## src/rtl/counter_pkg.sv

```systemverilog
// Constants shared by the counter control front end and counter_div.
package counter_pkg;
   localparam int BCD_WIDTH = 4;
   localparam logic [BCD_WIDTH-1:0] BCD_MAX = 4'd9;
   localparam logic UP_DOWN_RST = 1'b1;
   localparam logic ENABLE_RST  = 1'b0;

   localparam int NUM_BTN  = 3;
   localparam int IDX_RUN  = 0;
   localparam int IDX_DIR  = 1;
   localparam int IDX_LOAD = 2;

   function automatic logic [BCD_WIDTH-1:0] bcd_clamp(input logic [BCD_WIDTH-1:0] v);
      return (v > BCD_MAX) ? BCD_MAX : v;
   endfunction
endpackage

```

## src/rtl/counter_ctrl_in_debounce.sv

```systemverilog
// One button channel: synchroniser, stability counter, debounced level and press pulse.
module debounce
   import counter_pkg::*;
#(
   parameter int DEBOUNCE_CYCLES = 4,
   parameter int SYNC_STAGES     = 2
) (
   input  logic clk,
   input  logic rst,
   input  logic raw,
   output logic level,
   output logic press
);
   localparam int CW = (DEBOUNCE_CYCLES > 2) ? $clog2(DEBOUNCE_CYCLES) : 1;

   logic [SYNC_STAGES-1:0] sync_pipe;
   logic [CW-1:0]          cnt;
   logic                   sample;

   assign sample = sync_pipe[SYNC_STAGES-1];

   // press is raised on the very edge the level rises so the top sees it one edge later
   always_ff @(posedge clk or negedge rst) begin
      if (!rst) begin
         sync_pipe <= '0;
         cnt       <= '0;
         level     <= 1'b0;
         press     <= 1'b0;
      end else begin
         sync_pipe <= {sync_pipe[SYNC_STAGES-2:0], raw};
         press     <= 1'b0;
         if (sample == level) begin
            cnt <= '0;
         end else if (cnt == CW'(DEBOUNCE_CYCLES-1)) begin
            cnt   <= '0;
            level <= ~level;
            press <= ~level;
         end else begin
            cnt <= cnt + CW'(1);
         end
      end
   end
endmodule

```

## src/rtl/counter_ctrl_in.sv

```systemverilog
// Button/switch conditioning for counter_div: toggled enable/up_down, load strobe and data.
// Build option: DATA_CLAMP_EN limits the loaded value to BCD_MAX.
module counter_ctrl_in
   import counter_pkg::*;
#(
   parameter int DEBOUNCE_CYCLES = 4,
   parameter int SYNC_STAGES     = 2
) (
   input  logic                 clk,
   input  logic                 rst,
   input  logic                 btn_run,
   input  logic                 btn_dir,
   input  logic                 btn_load,
   input  logic [BCD_WIDTH-1:0] sw_data,
   output logic                 enable,
   output logic                 up_down,
   output logic                 load,
   output logic [BCD_WIDTH-1:0] data_in
);
   logic [NUM_BTN-1:0] btn;
   logic [NUM_BTN-1:0] press;
   // debounced levels are not needed here; only press edges drive the controls
   logic [NUM_BTN-1:0] level_unused;

   logic [SYNC_STAGES-1:0][BCD_WIDTH-1:0] sw_pipe;
   logic [BCD_WIDTH-1:0]                  sw_sync;
   logic [BCD_WIDTH-1:0]                  load_val;

   assign btn     = {btn_load, btn_dir, btn_run};
   assign sw_sync = sw_pipe[SYNC_STAGES-1];

   debounce #(
      .DEBOUNCE_CYCLES(DEBOUNCE_CYCLES),
      .SYNC_STAGES    (SYNC_STAGES)
   ) u_db [NUM_BTN-1:0] (
      .clk  (clk),
      .rst  (rst),
      .raw  (btn),
      .level(level_unused),
      .press(press)
   );

`ifdef DATA_CLAMP_EN
   assign load_val = bcd_clamp(sw_sync);
`else
   assign load_val = sw_sync;
`endif

   always_ff @(posedge clk or negedge rst) begin
      if (!rst) begin
         sw_pipe <= '0;
         enable  <= ENABLE_RST;
         up_down <= UP_DOWN_RST;
         load    <= 1'b0;
         data_in <= '0;
      end else begin
         sw_pipe <= {sw_pipe[SYNC_STAGES-2:0], sw_data};
         load    <= press[IDX_LOAD];
         if (press[IDX_RUN])  enable  <= ~enable;
         if (press[IDX_DIR])  up_down <= ~up_down;
         if (press[IDX_LOAD]) data_in <= load_val;
      end
   end
endmodule

```

## config.mk

```make
export PLATFORM = sky130hd
export DESIGN_NAME = counter_ctrl_in
export DESIGN_NICKNAME = d
export VERILOG_FILES = /design/src/rtl/counter_pkg.sv /design/src/rtl/counter_ctrl_in_debounce.sv /design/src/rtl/counter_ctrl_in.sv
export SDC_FILE = /design/constraint.sdc
export NUM_CORES = 1
export LEC_CHECK = 0
export ABC_AREA = 0
export ABC_CLOCK_PERIOD_IN_PS = 1780
export BUFFER_PORTS_ARGS = -buffer_cell sky130_fd_sc_hd__buf_2
export CAP_MARGIN = 20
export CORE_MARGIN = 3
export CORE_UTILIZATION = 57
export CTS_CLUSTER_DIAMETER = 80
export DETAILED_ROUTE_END_ITERATION = 6
export PLACE_DENSITY = 0.78
export SETUP_SLACK_MARGIN = 0.2
export SLEW_MARGIN = 15
export SYNTH_ARGS = -nofsm -noshare
export SYNTH_HDL_FRONTEND = slang
export SYNTH_SLANG_ARGS = --single-unit
```

## constraint.sdc

```tcl
create_clock -name clk -period 1.78 [get_ports clk]
set_clock_uncertainty 0.15 [all_clocks]
set_input_delay 0.356 -clock clk [delete_from_list [all_inputs] [get_ports clk]]
set_output_delay 0.356 -clock clk [all_outputs]
set_load 0.01 [all_outputs]
```

# Yosys cells after proc, flatten, opt, wreduce, memory -nomap -nowiden
# Cells that the tools add are included.
[word_totals]
mem_count = 0
latchBits = 0
input_bits = 9
rom_bits = 0
output_inout_bits = 7
mem_bits_rw = 0
regBits = 33
[classes]
n_div = 0
n_mux = 12
n_addsub = 3
mul = 0
shift = 0
order_cmp = 0
eq_ne = 6
reduce_logical = 3
n_bitwise = 8
[ops]
columns = ["cell", "count"]
rows = [
  ["2-bit two-way mux", 6],
  ["1-bit NOT", 8],
  ["2-bit by 1-bit adder with 2-bit output, second input constant", 3],
  ["2-bit == test, second input constant", 3],
  ["1-bit two-way mux", 6],
  ["2-bit AND reduction", 3],
  ["1-bit == test", 3],
]

# Logic depth before layout (Yosys ltp)
# Gate-level depths: netlist of run 1.
[logic_depth]
depth_word = 3
ltp_mapped = 3

# Cells and area by module
# Synthesis of run 1 repeated with hierarchy kept, for this count alone.
[hier_totals]
hier_cells = 57
hier_area_um2 = 1066.0
[by_module_without_submodules]
columns = ["module", "n_inst", "seq_area_each_um2", "area_each_um2", "cells_each"]
rows = [
  ["debounce", 3, 150.1, 209.0, 12],
  ["counter_ctrl_in", 1, 376.6, 439.2, 21],
]

# Worst setup path after synthesis of run 1
# OpenSTA, ideal clock, no wires.
[synth_path]
path_kind = "flip-flop to output port"
start = "register up_down"
end = "output port up_down"
stages_incl_launch_ff = 1
t_required_ps = 1274
slack_ps = 738
arrival_time_ps = 536
path_buffers = 0
path_cell_list = "dfstp_2"
[synth_lines]
columns = ["element", "line_no", "source"]
rows = [
  ["start, declared", "counter_ctrl_in.sv:16", "output logic up_down,"],
  ["start signal, assigned", "counter_ctrl_in.sv:60", "if (press[IDX_DIR]) up_down <= ~up_down;"],
]
# No word-level cell between the ends.

# Worst setup path in the final report of run 1
[layout_path]
start = "register up_down"
end = "output port up_down"
# No word-level cell between the ends.

==> impl_summary.log, run 1 <==
INFO  metric detail_route.drc_violations = 0
INFO  metric antennaDiodeCount = 0
INFO  metric wirelength = 1230 um
INFO  metric report.final.slew_viol_count = 0
INFO  metric worstHoldPathType = reg -> reg
INFO  metric chipHeight = 48.9 um
INFO  metric drt_first_iter_violations = 8
INFO  metric estimated_wirelength_of_the_detail_placed_design = 827 um
INFO  metric cts_resized = 0
INFO  metric worst_hold_startpoint = sw_pipe[0]
INFO  metric cts_tree = done
INFO  metric first_global_vias = 554
INFO  metric layout-drive-gt1-share = 0.312
INFO  metric viasPerCell = 4.52
INFO  metric report.final.hold_viol_count = 0
INFO  metric timing.max_cap.violations = 0
INFO  metric cts_htree_levels = 2
INFO  metric slowest_stage = dfstp_2
INFO  metric design_power_total = 1.81 mW
INFO  metric synthesis.yosys.warnings = 0
INFO  metric cts_sinks = 33
INFO  metric path_clk_slew = 0.09 ns
INFO  metric timing.hold.worst_path_depth = 0
INFO  metric worst_ir_drop_vdd = 0.943 mV
INFO  metric worst_path_dominant_cell_family = flip-flops
INFO  metric yosysSeqAreaShare = 0.787
INFO  metric crit_chain = buf_2
INFO  metric dr_total_vias = 529
INFO  metric core_region_area = 1610 um^2
INFO  metric clock_latency_of_the_later_clocked_register_in_the_worst_skew_pair = 0.31 ns
INFO  metric synth.ff_latch_count = 33
INFO  metric synth.area.top_cells = dfrtp_1, mux2_2, ha_1
INFO  metric clock_path_buffers = 2
INFO  metric final_cell_mix = dfrtp_1, buf_2, dlygate4sd3_1
INFO  metric run_status = finished clean
INFO  metric reg2reg_to = u_db[2].cnt[1]
INFO  metric finish.cell_count_without_fillers = 117
INFO  metric grt_start_max_net_pins = 34
INFO  metric criticalPathCategory = reg -> out
INFO  metric relSlewSlack = 0.561
INFO  metric chip_width = 48.9 um
INFO  metric fp-row-count = 14
INFO  metric num_io_pins = 16
INFO  metric ant_nets = 0
INFO  metric timing.critical_path.fanout_max = 2
INFO  metric mostFrequentLayoutCell = dfrtp_1
INFO  metric setup_viol_count_final = 0
INFO  metric routabilityCongestion = 0.660
INFO  metric total_clock_buffers_created_by_cts = 5
INFO  metric global_route.usage.total = 0.127
INFO  metric synthesis.area = 1050 um^2
INFO  metric gr-total-overflow = 0
INFO  metric mappedNetlistNets = 75
INFO  metric end_kind = output port
INFO  metric min_to = load_val[0]
INFO  metric grt_pass1_wl = 2190 um
INFO  metric floorplan_die_area = 2400 um^2
INFO  metric whs = 0.204 ns
INFO  metric detailedRoute.firstPassIterationCount = 2
INFO  metric timing.final.crit_share = 0.830
INFO  metric synth.largest_area_cell = dfrtp_1
INFO  metric wl_per_cell = 10.5 um
INFO  metric cellPowerDensity = 1400 nW/um^2
INFO  metric cp_data_arrival_time = 0.97 ns
INFO  metric netlist_instances = 63
INFO  metric min_period = 1.48 ns
INFO  metric initial_core_util = 0.652
INFO  metric synth_largest_type_area_fraction = 0.762
INFO  metric nets = 105
INFO  metric place.port_buffers = 15
INFO  metric totalNegativeSetupSlack = 0 ns
INFO  metric timing_worst_slew_pin_value = 0.659 ns
INFO  metric leakagePower = 0.641 nW
INFO  metric netlist-cell-type-count = 12
INFO  metric max_clock_freq = 677 MHz
INFO  metric timing.reg2reg.setup_slack = 0.69 ns
INFO  metric number_of_antenna_violations_at_the_first_check_in_global_routing = 0
INFO  metric syn_to_final_growth = 22.9%
INFO  metric count_of_buffer_and_inverter_cells_on_the_critical_path = 1
INFO  metric ctsRootBufferMaster = clkbuf_4
INFO  metric register_to_register_path_depth = 2
INFO  metric avgSynthCellArea = 16.7 um^2
INFO  metric count_of_placed_standard_cells_including_taps = 102
INFO  metric critical_path_required = 1.27 ns
INFO  metric rr_startpoint = u_db[2].cnt[0]
INFO  metric critPathMaxStageDelay = 0.54 ns
INFO  metric cp-start-kind = register
INFO  metric grt_setup_unrepaired = no
==> timing repair <==
action	4_1_cts	5_1_grt
buffers inserted	0	0
endpoints found under the hold margin	39	0
hold buffers	8	0
==> logic make-up (layout without fill, tap and decap cells) <==
kind of cell / after synthesis / count (layout) / share of synthesized area
flip-flops: 33 / 33 / 0.787
AND/OR/NAND/NOR: 12 / 12 / 0.0679
XOR/XNOR: 5 / 5 / 0.0417
multiplexers: 4 / 4 / 0.0429
adder cells (fa/ha/maj): 3 / 3 / 0.0357
AO/OA/AOI/OAI: 3 / 3 / 0.0143
buffers and inverters: 3 / 33 / 0.0107
==> area by class of cell <==
| type | count | area [um^2] |
|---|---|---|
| multi-input combinational | 27 | 213 |
| tap | 24 | 30.0 |
| sequential | 33 | 827 |
| clock buffer | 7 | 55.1 |
| fill | 100 | 320 |
| inverter | 3 | 11.3 |
| timing repair buffer | 23 | 155 |
==> flip-flops by register name, summed over array words and instances, names as in the netlist, 3 cells and up <==
| signal | count |
|---|---|
| u_db.press | 3 |
| data_in | 4 |
| u_db.level | 3 |
| u_db.sync_pipe | 6 |
| sw_pipe | 4 |
| load_val | 4 |
| u_db.cnt | 6 |
==> power breakdown <==
group	switching, mW	leakage, nW	internal, mW
combinational	0.175	0.203	0.207
clock	0.210	0.0314	0.186
sequential	0.101	0.406	0.935
==> cell usage after synthesis <==
library cell	n
nor3_2	3
inv_1	3
o21ai_0	3
nor2_1	3
dfstp_2	1
nor2b_1	3
xor2_1	2
xnor2_1	3
dfrtp_1	32
mux2_2	4
ha_1	3
nand2_1	3
==> metrics by stage <==
stage                     worst slack, ns  cell area (um^2)   util
final                               0.303              1290  0.801
after global routing                0.256              1290  0.801
after floorplan                     0.738              1050      -
after global placement              0.643              1160  0.717
after detailed placement            0.640              1160  0.717
after CTS                           0.286              1290  0.801
==> layer usage <==
layer,share of wire,up-vias,track usage
met5,0,-,0
met4,0.015,0,0.0853
met3,0.079,2,0.0520
met2,0.46,17,0.201
met1,0.45,244,0.140
li1,-,266,-
==> how the worst max path moves through the flow <==
stage	from	to	slack, ns	depth (start not counted)
floorplan	up_down	up_down	0.74	0
global placement	up_down	up_down	0.64	1
detailed placement	up_down	up_down	0.64	1
CTS	up_down	up_down	0.29	1
global route	up_down	up_down	0.26	1
finish	up_down	up_down	0.30	1
Power figures use the tool's default switching activity.
==> inputs of run 2 (changes only) <==
Settings changed: ABC_CLOCK_PERIOD_IN_PS 1780 to 1400, CORE_UTILIZATION 57 to 52, PLACE_DENSITY 0.78 to 0.72.
Clock period 1.78 ns to 1.4 ns, I/O delays scaled along.
==> run 2 against run 1 <==
  * Worst hold slack worse by 0.00060 ns
  * First-iteration DRC count down 75%
  * Wire length up 13%
  * Register-to-register slack worse by 0.37 ns
  * Combinational power up 63%
  * Non-clock buffer count up 7
  * Largest cell class unchanged
  * Largest power group unchanged
==> impl_summary.log, run 2 (same netlist as run 1, synthesis figures left out) <==
INFO  metric cts_sinks = 33
INFO  metric floorplan_die_area = 2600 um^2
INFO  metric grt_start_max_net_pins = 18
INFO  metric estimated_wirelength_of_the_detail_placed_design = 884 um
INFO  metric timing.critical_path.fanout_max = 2
INFO  metric timing_worst_slew_pin_value = 0.342 ns
INFO  metric crit_chain = buf_6
INFO  metric reg_top3 = u_db.cnt x6, u_db.sync_pipe x6
INFO  metric n_fill_cell = 117
INFO  metric report.final.hold_viol_count = 0
INFO  metric chipHeight = 51.0 um
INFO  metric fp-row-count = 15
INFO  metric mostFrequentLayoutCell = dfrtp_1
INFO  metric ant_nets = 0
INFO  metric end_kind = output port
INFO  metric critPathMaxStageDelay = 0.54 ns
INFO  metric timing.max_cap.violations = 0
INFO  metric worstHoldPathType = reg -> reg
INFO  metric clock_path_buffers = 2
INFO  metric first_global_vias = 562
INFO  metric placement.cell_area = 1170 um^2
INFO  metric cellPowerDensity = 1800 nW/um^2
INFO  metric wirelength = 1390 um
INFO  metric seqCellArea = 827 um^2
INFO  metric syn_to_final_growth = 28.6%
INFO  metric critical_path_required = 0.97 ns
INFO  metric report.final.slew_viol_count = 0
INFO  metric min_period = 1.36 ns
INFO  metric cts_tree = done
INFO  metric cp-start-kind = register
INFO  metric layout-drive-gt1-share = 0.360
INFO  metric gr-total-overflow = 0
INFO  metric slowest_stage = dfstp_2
INFO  metric antennaDiodeCount = 0
INFO  metric total_clock_buffers_created_by_cts = 5
INFO  metric drt_first_iter_violations = 2
INFO  metric fin_util = 0.742
INFO  metric final_cell_area = 1350 um^2
INFO  metric chip_width = 51.0 um
INFO  metric global_routing_met1_resource_utilization = 0.158
INFO  metric final_cell_mix = dfrtp_1, buf_2, dlygate4sd3_1
INFO  metric ctsRootBufferMaster = clkbuf_4
INFO  metric whs = 0.204 ns
INFO  metric setup_viol_count_final = 0
INFO  metric max_clock_freq = 734 MHz
INFO  metric viasPerCell = 4.51
INFO  metric groute.layer.met3.usage = 0.0612
INFO  metric cts_htree_levels = 2
INFO  metric detail_route.drc_violations = 0
INFO  metric criticalPathCategory = reg -> out
INFO  metric grt_setup_unrepaired = yes
INFO  metric num_io_pins = 16
INFO  metric place.port_buffers = 15
INFO  metric dr_total_vias = 564
INFO  metric timing.reg2reg.setup_slack = 0.32 ns
INFO  metric grt_busiest_layer = met2
INFO  metric nets = 112
INFO  metric run_status = finished clean
INFO  metric detailedRoute.firstPassIterationCount = 3
INFO  metric relSlewSlack = 0.772
INFO  metric worst_path_dominant_cell_family = flip-flops
INFO  metric path_clk_slew = 0.08 ns
INFO  metric wl_per_cell = 11.1 um
INFO  metric routabilityCongestion = 0.649
INFO  metric met2_track_demand_over_resource = 0.215
INFO  metric worst_ir_drop_vdd = 0.991 mV
INFO  metric core_region_area = 1820 um^2
INFO  metric initial_core_util = 0.577
INFO  metric clock_latency_of_the_later_clocked_register_in_the_worst_skew_pair = 0.30 ns
INFO  metric multi_input_comb_area = 213 um^2
INFO  metric leakagePower = 0.677 nW
INFO  metric timing.final.crit_share = 0.974
INFO  metric global_route.usage.total = 0.135
INFO  metric cp_data_arrival_time = 0.93 ns
INFO  metric number_of_antenna_violations_at_the_first_check_in_global_routing = 0
INFO  metric grt_pass1_wl = 2430 um
INFO  metric count_of_buffer_and_inverter_cells_on_the_critical_path = 1
INFO  metric totalNegativeSetupSlack = 0 ns
==> run 2: power by group <==
part | leakage (nW) | internal (mW) | switching [mW]
clock | 0.0314 | 0.237 | 0.256
sequential | 0.406 | 1.19 | 0.130
combinational | 0.239 | 0.365 | 0.257
total | 0.677 | 1.79 | 0.643
==> run 2: worst paths after layout <==
path	from	endpoint	cells past startpoint
max in group asynchronous	rst	load	3
worst min-delay path	sw_pipe[3]	load_val[3]	0
worst min register to register	sw_pipe[3]	load_val[3]	0
worst max-delay path	up_down	up_down	1
worst max register to register	u_db[2].press	data_in[2]	1
min in group asynchronous	rst	u_db[0].press	2
==> run 2: final cells by class <==
class	count	share of cell area
Sequential cell	33	0.612
Inverter	3	0.00833
Timing Repair Buffer	30	0.158
Multi-Input combinational cell	27	0.157
Tap cell	25	0.0231
Clock buffer	7	0.0407
==> run 2: through the flow <==
step | setup slack, ns | instances | power [mW]
after detailed placement | 0.331 | 105 | 1.82
after global routing | -0.0131 | 125 | 2.61
after CTS | 0.0194 | 122 | 2.40
final | 0.0368 | 125 | 2.43
after global placement | 0.339 | 105 | 1.79
after floorplan | 0.365 | 63 | 1.63
==> run 2: per-layer routing <==
layer | wire, um | share of wire
met1 | 605 | 0.44
met2 | 696 | 0.50
met3 | 75 | 0.054
met4 | 9 | 0.0065
met5 | 0 | 0
==> run 2: timing repair <==
item,in CTS,in global routing
gates resized for setup,1,0
hold buffers,8,0
setup endpoints to repair,7,7
endpoints found under the hold margin,21,0
setup buffers,2,3
==> inputs of run 3 (changes only) <==
Settings changed: CTS_BUF_LIST set to sky130_fd_sc_hd__clkbuf_16.
==> run 3 against run 2 <==
  * Worst hold slack got worse by 0.0074 ns
  * Sequential share of layout area decreased by 3.0 points
  * Maximum frequency increased by 3.4%
  * Register-to-register slack got worse by 0.02 ns
  * Global-route usage increased by 1.7 points
  * Setup slack improved by 0.044 ns
  * Total power increased by 19%
  * Clock-buffer cell count decreased by 2
  * Highest routed layer unchanged
  * Critical path depth unchanged
  * Die area unchanged
  * Wire length increased by 10%
==> impl_summary.log, run 3 (same netlist as run 1, synthesis figures left out) <==
INFO  metric run_status = finished clean
INFO  metric internal_pwr_total = 2.18 mW
INFO  metric worstHoldPathType = reg -> reg
INFO  metric count_of_placed_standard_cells_including_taps = 105
INFO  metric relSlewSlack = 0.772
INFO  metric report.final.slew_viol_count = 0
INFO  metric syn_to_final_growth = 35.2%
INFO  metric n_fill_cell = 106
INFO  metric power.share.combinational = 0.211
INFO  metric timing.critical_path.fanout_max = 2
INFO  metric slowest_stage = dfstp_2
INFO  metric ant_nets = 0
INFO  metric swShare = 0.249
INFO  metric worst-path-stages = 1
INFO  metric reg2reg_to = u_db[2].cnt[1]
INFO  metric max_clock_freq = 758 MHz
INFO  metric mostFrequentLayoutCell = dfrtp_1
INFO  metric ctsRootBufferMaster = clkbuf_16
INFO  metric grt_setup_unrepaired = yes
INFO  metric drt_first_iter_violations = 2
INFO  metric chipHeight = 51.0 um
INFO  metric met2_track_demand_over_resource = 0.240
INFO  metric clock_path_buffers = 2
INFO  metric cts_sinks = 33
INFO  metric clock_latency_of_the_later_clocked_register_in_the_worst_skew_pair = 0.27 ns
INFO  metric critical_path_required = 0.97 ns
INFO  metric core_region_area = 1820 um^2
INFO  metric cp_data_arrival_time = 0.89 ns
INFO  metric estimated_wirelength_of_the_detail_placed_design = 884 um
INFO  metric cellPowerDensity = 2040 nW/um^2
INFO  metric setup_viol_count_final = 0
INFO  metric reg_top3 = u_db.cnt x6, u_db.sync_pipe x6
INFO  metric rr_startpoint = u_db[2].cnt[0]
INFO  metric timing.hold.worst_path_depth = 0
INFO  metric totalNegativeSetupSlack = 0 ns
INFO  metric timing.final.crit_share = 0.942
INFO  metric finish.cell_count_without_fillers = 124
INFO  metric chip_width = 51.0 um
INFO  metric first_global_vias = 587
INFO  metric groute.layer.met3.usage = 0.0787
INFO  metric grt_pass1_wl = 2630 um
INFO  metric num_io_pins = 16
INFO  metric total_clock_buffers_created_by_cts = 5
INFO  metric multi_input_comb_area = 213 um^2
INFO  metric critical_path.startpoint = up_down
INFO  metric viasPerCell = 4.70
INFO  metric wl_per_cell = 12.3 um
INFO  metric grt_start_max_net_pins = 18
INFO  metric detailedRoute.firstPassIterationCount = 3
INFO  metric fp-row-count = 15
INFO  metric layout-drive-gt1-share = 0.343
INFO  metric worst_path_dominant_cell_family = flip-flops
INFO  metric cts_tree = done
INFO  metric floorplan_die_area = 2600 um^2
INFO  metric antennaDiodeCount = 0
INFO  metric grt_busiest_layer = met2
INFO  metric timing.reg2reg.setup_slack = 0.30 ns
INFO  metric register_to_register_path_depth = 2
INFO  metric global_routing_met1_resource_utilization = 0.164
INFO  metric min_period = 1.32 ns
INFO  metric end_kind = output port
INFO  metric number_of_antenna_violations_at_the_first_check_in_global_routing = 0
INFO  metric global_route.usage.total = 0.152
INFO  metric nets = 111
INFO  metric critPathMaxStageDelay = 0.53 ns
INFO  metric final_cell_mix = dfrtp_1, buf_2, dlygate4sd3_1
INFO  metric path_clk_slew = 0.05 ns
INFO  metric worst_ir_drop_vdd = 1.27 mV
INFO  metric power.share.sequential = 0.458
INFO  metric count_of_buffer_and_inverter_cells_on_the_critical_path = 1
INFO  metric timing_worst_slew_pin_value = 0.342 ns
INFO  metric initial_core_util = 0.577
INFO  metric criticalPathCategory = reg -> out
INFO  metric gr-total-overflow = 0
INFO  metric wirelength = 1530 um
INFO  metric cts_htree_levels = 2
INFO  metric seqCellArea = 827 um^2
INFO  metric worst_setup_path_endpoint = up_down
INFO  metric net_switching_power_figure = 721 uW
INFO  metric report.final.hold_viol_count = 0
INFO  metric place.port_buffers = 15
INFO  metric detail_route.drc_violations = 0
INFO  metric leakagePower = 0.709 nW
INFO  metric crit_chain = buf_6
INFO  metric timing.max_cap.violations = 0
INFO  metric cp-start-kind = register
INFO  metric dr_total_vias = 583
INFO  metric routabilityCongestion = 0.649
INFO  metric p_clk_frac = 0.331
run 3: cell count changes in the layout (fill, tap and decap cells not counted), sizes merged:
cell	previous run	this run
clkbuf	7	5
inv	3	4
clkinv	0	1
buf	22	21
run 3: worst min-delay path by stage:
stage	start	end	slack, ns
2_1_floorplan	rst	data_in[0]	-0.17
3_3_place_gp	rst	u_db[1].press	0.05
3_5_place_dp	rst	u_db[1].level	0.06
4_1_cts	sw_pipe[1]	load_val[1]	0.20
5_1_grt	u_db[2].sync_pipe[0]	u_db[2].sync_pipe[1]	0.21
6_report	sw_pipe[1]	load_val[1]	0.20
run 3: power by group through the flow:
stage	registers (mW)	clock network, mW	logic [mW]
after floorplan	1.37	0	0.266
after global placement	1.33	0	0.463
after detailed placement	1.34	0	0.483
after CTS	1.33	0.974	0.582
after global routing	1.35	1.04	0.693
final	1.33	0.960	0.612
run 3: metrics by stage:
stage	hold slack [ns]	power, mW	instance area, um^2	setup WS [ns]	util
3_5_place_dp	0.0553	1.82	1170	0.331	0.644
2_1_floorplan	-0.166	1.63	1050	0.365	-
6_report	0.196	2.90	1420	0.0810	0.781
4_1_cts	0.197	2.88	1410	0.0744	0.773
5_1_grt	0.208	3.08	1420	0.0502	0.781
3_3_place_gp	0.0537	1.79	1170	0.339	0.644
run 3: repair_timing:
item                                   in CTS  in global routing
buffers inserted                            2                  2
resized for setup                           1                  0
hold buffers                                8                  0
setup endpoints to repair                   5                  6
endpoints found under the hold margin      21                  0
cloned                                      0                  0
run 3: layout make-up:
cell class / instances / share of cell area
clock buffer: 5 / 0.0880
clock inverter: 2 / 0.00528
inverter: 3 / 0.00792
multi-input combinational: 27 / 0.150
sequential: 33 / 0.582
tap: 25 / 0.0220
timing repair buffer: 29 / 0.145
run 3: layer usage:
layer	part of all wire	vias up	wire length [um]
met5	0	-	0
met4	0.016	0	24
met3	0.063	3	96
met2	0.50	17	761
met1	0.42	289	644
li1	-	274	-
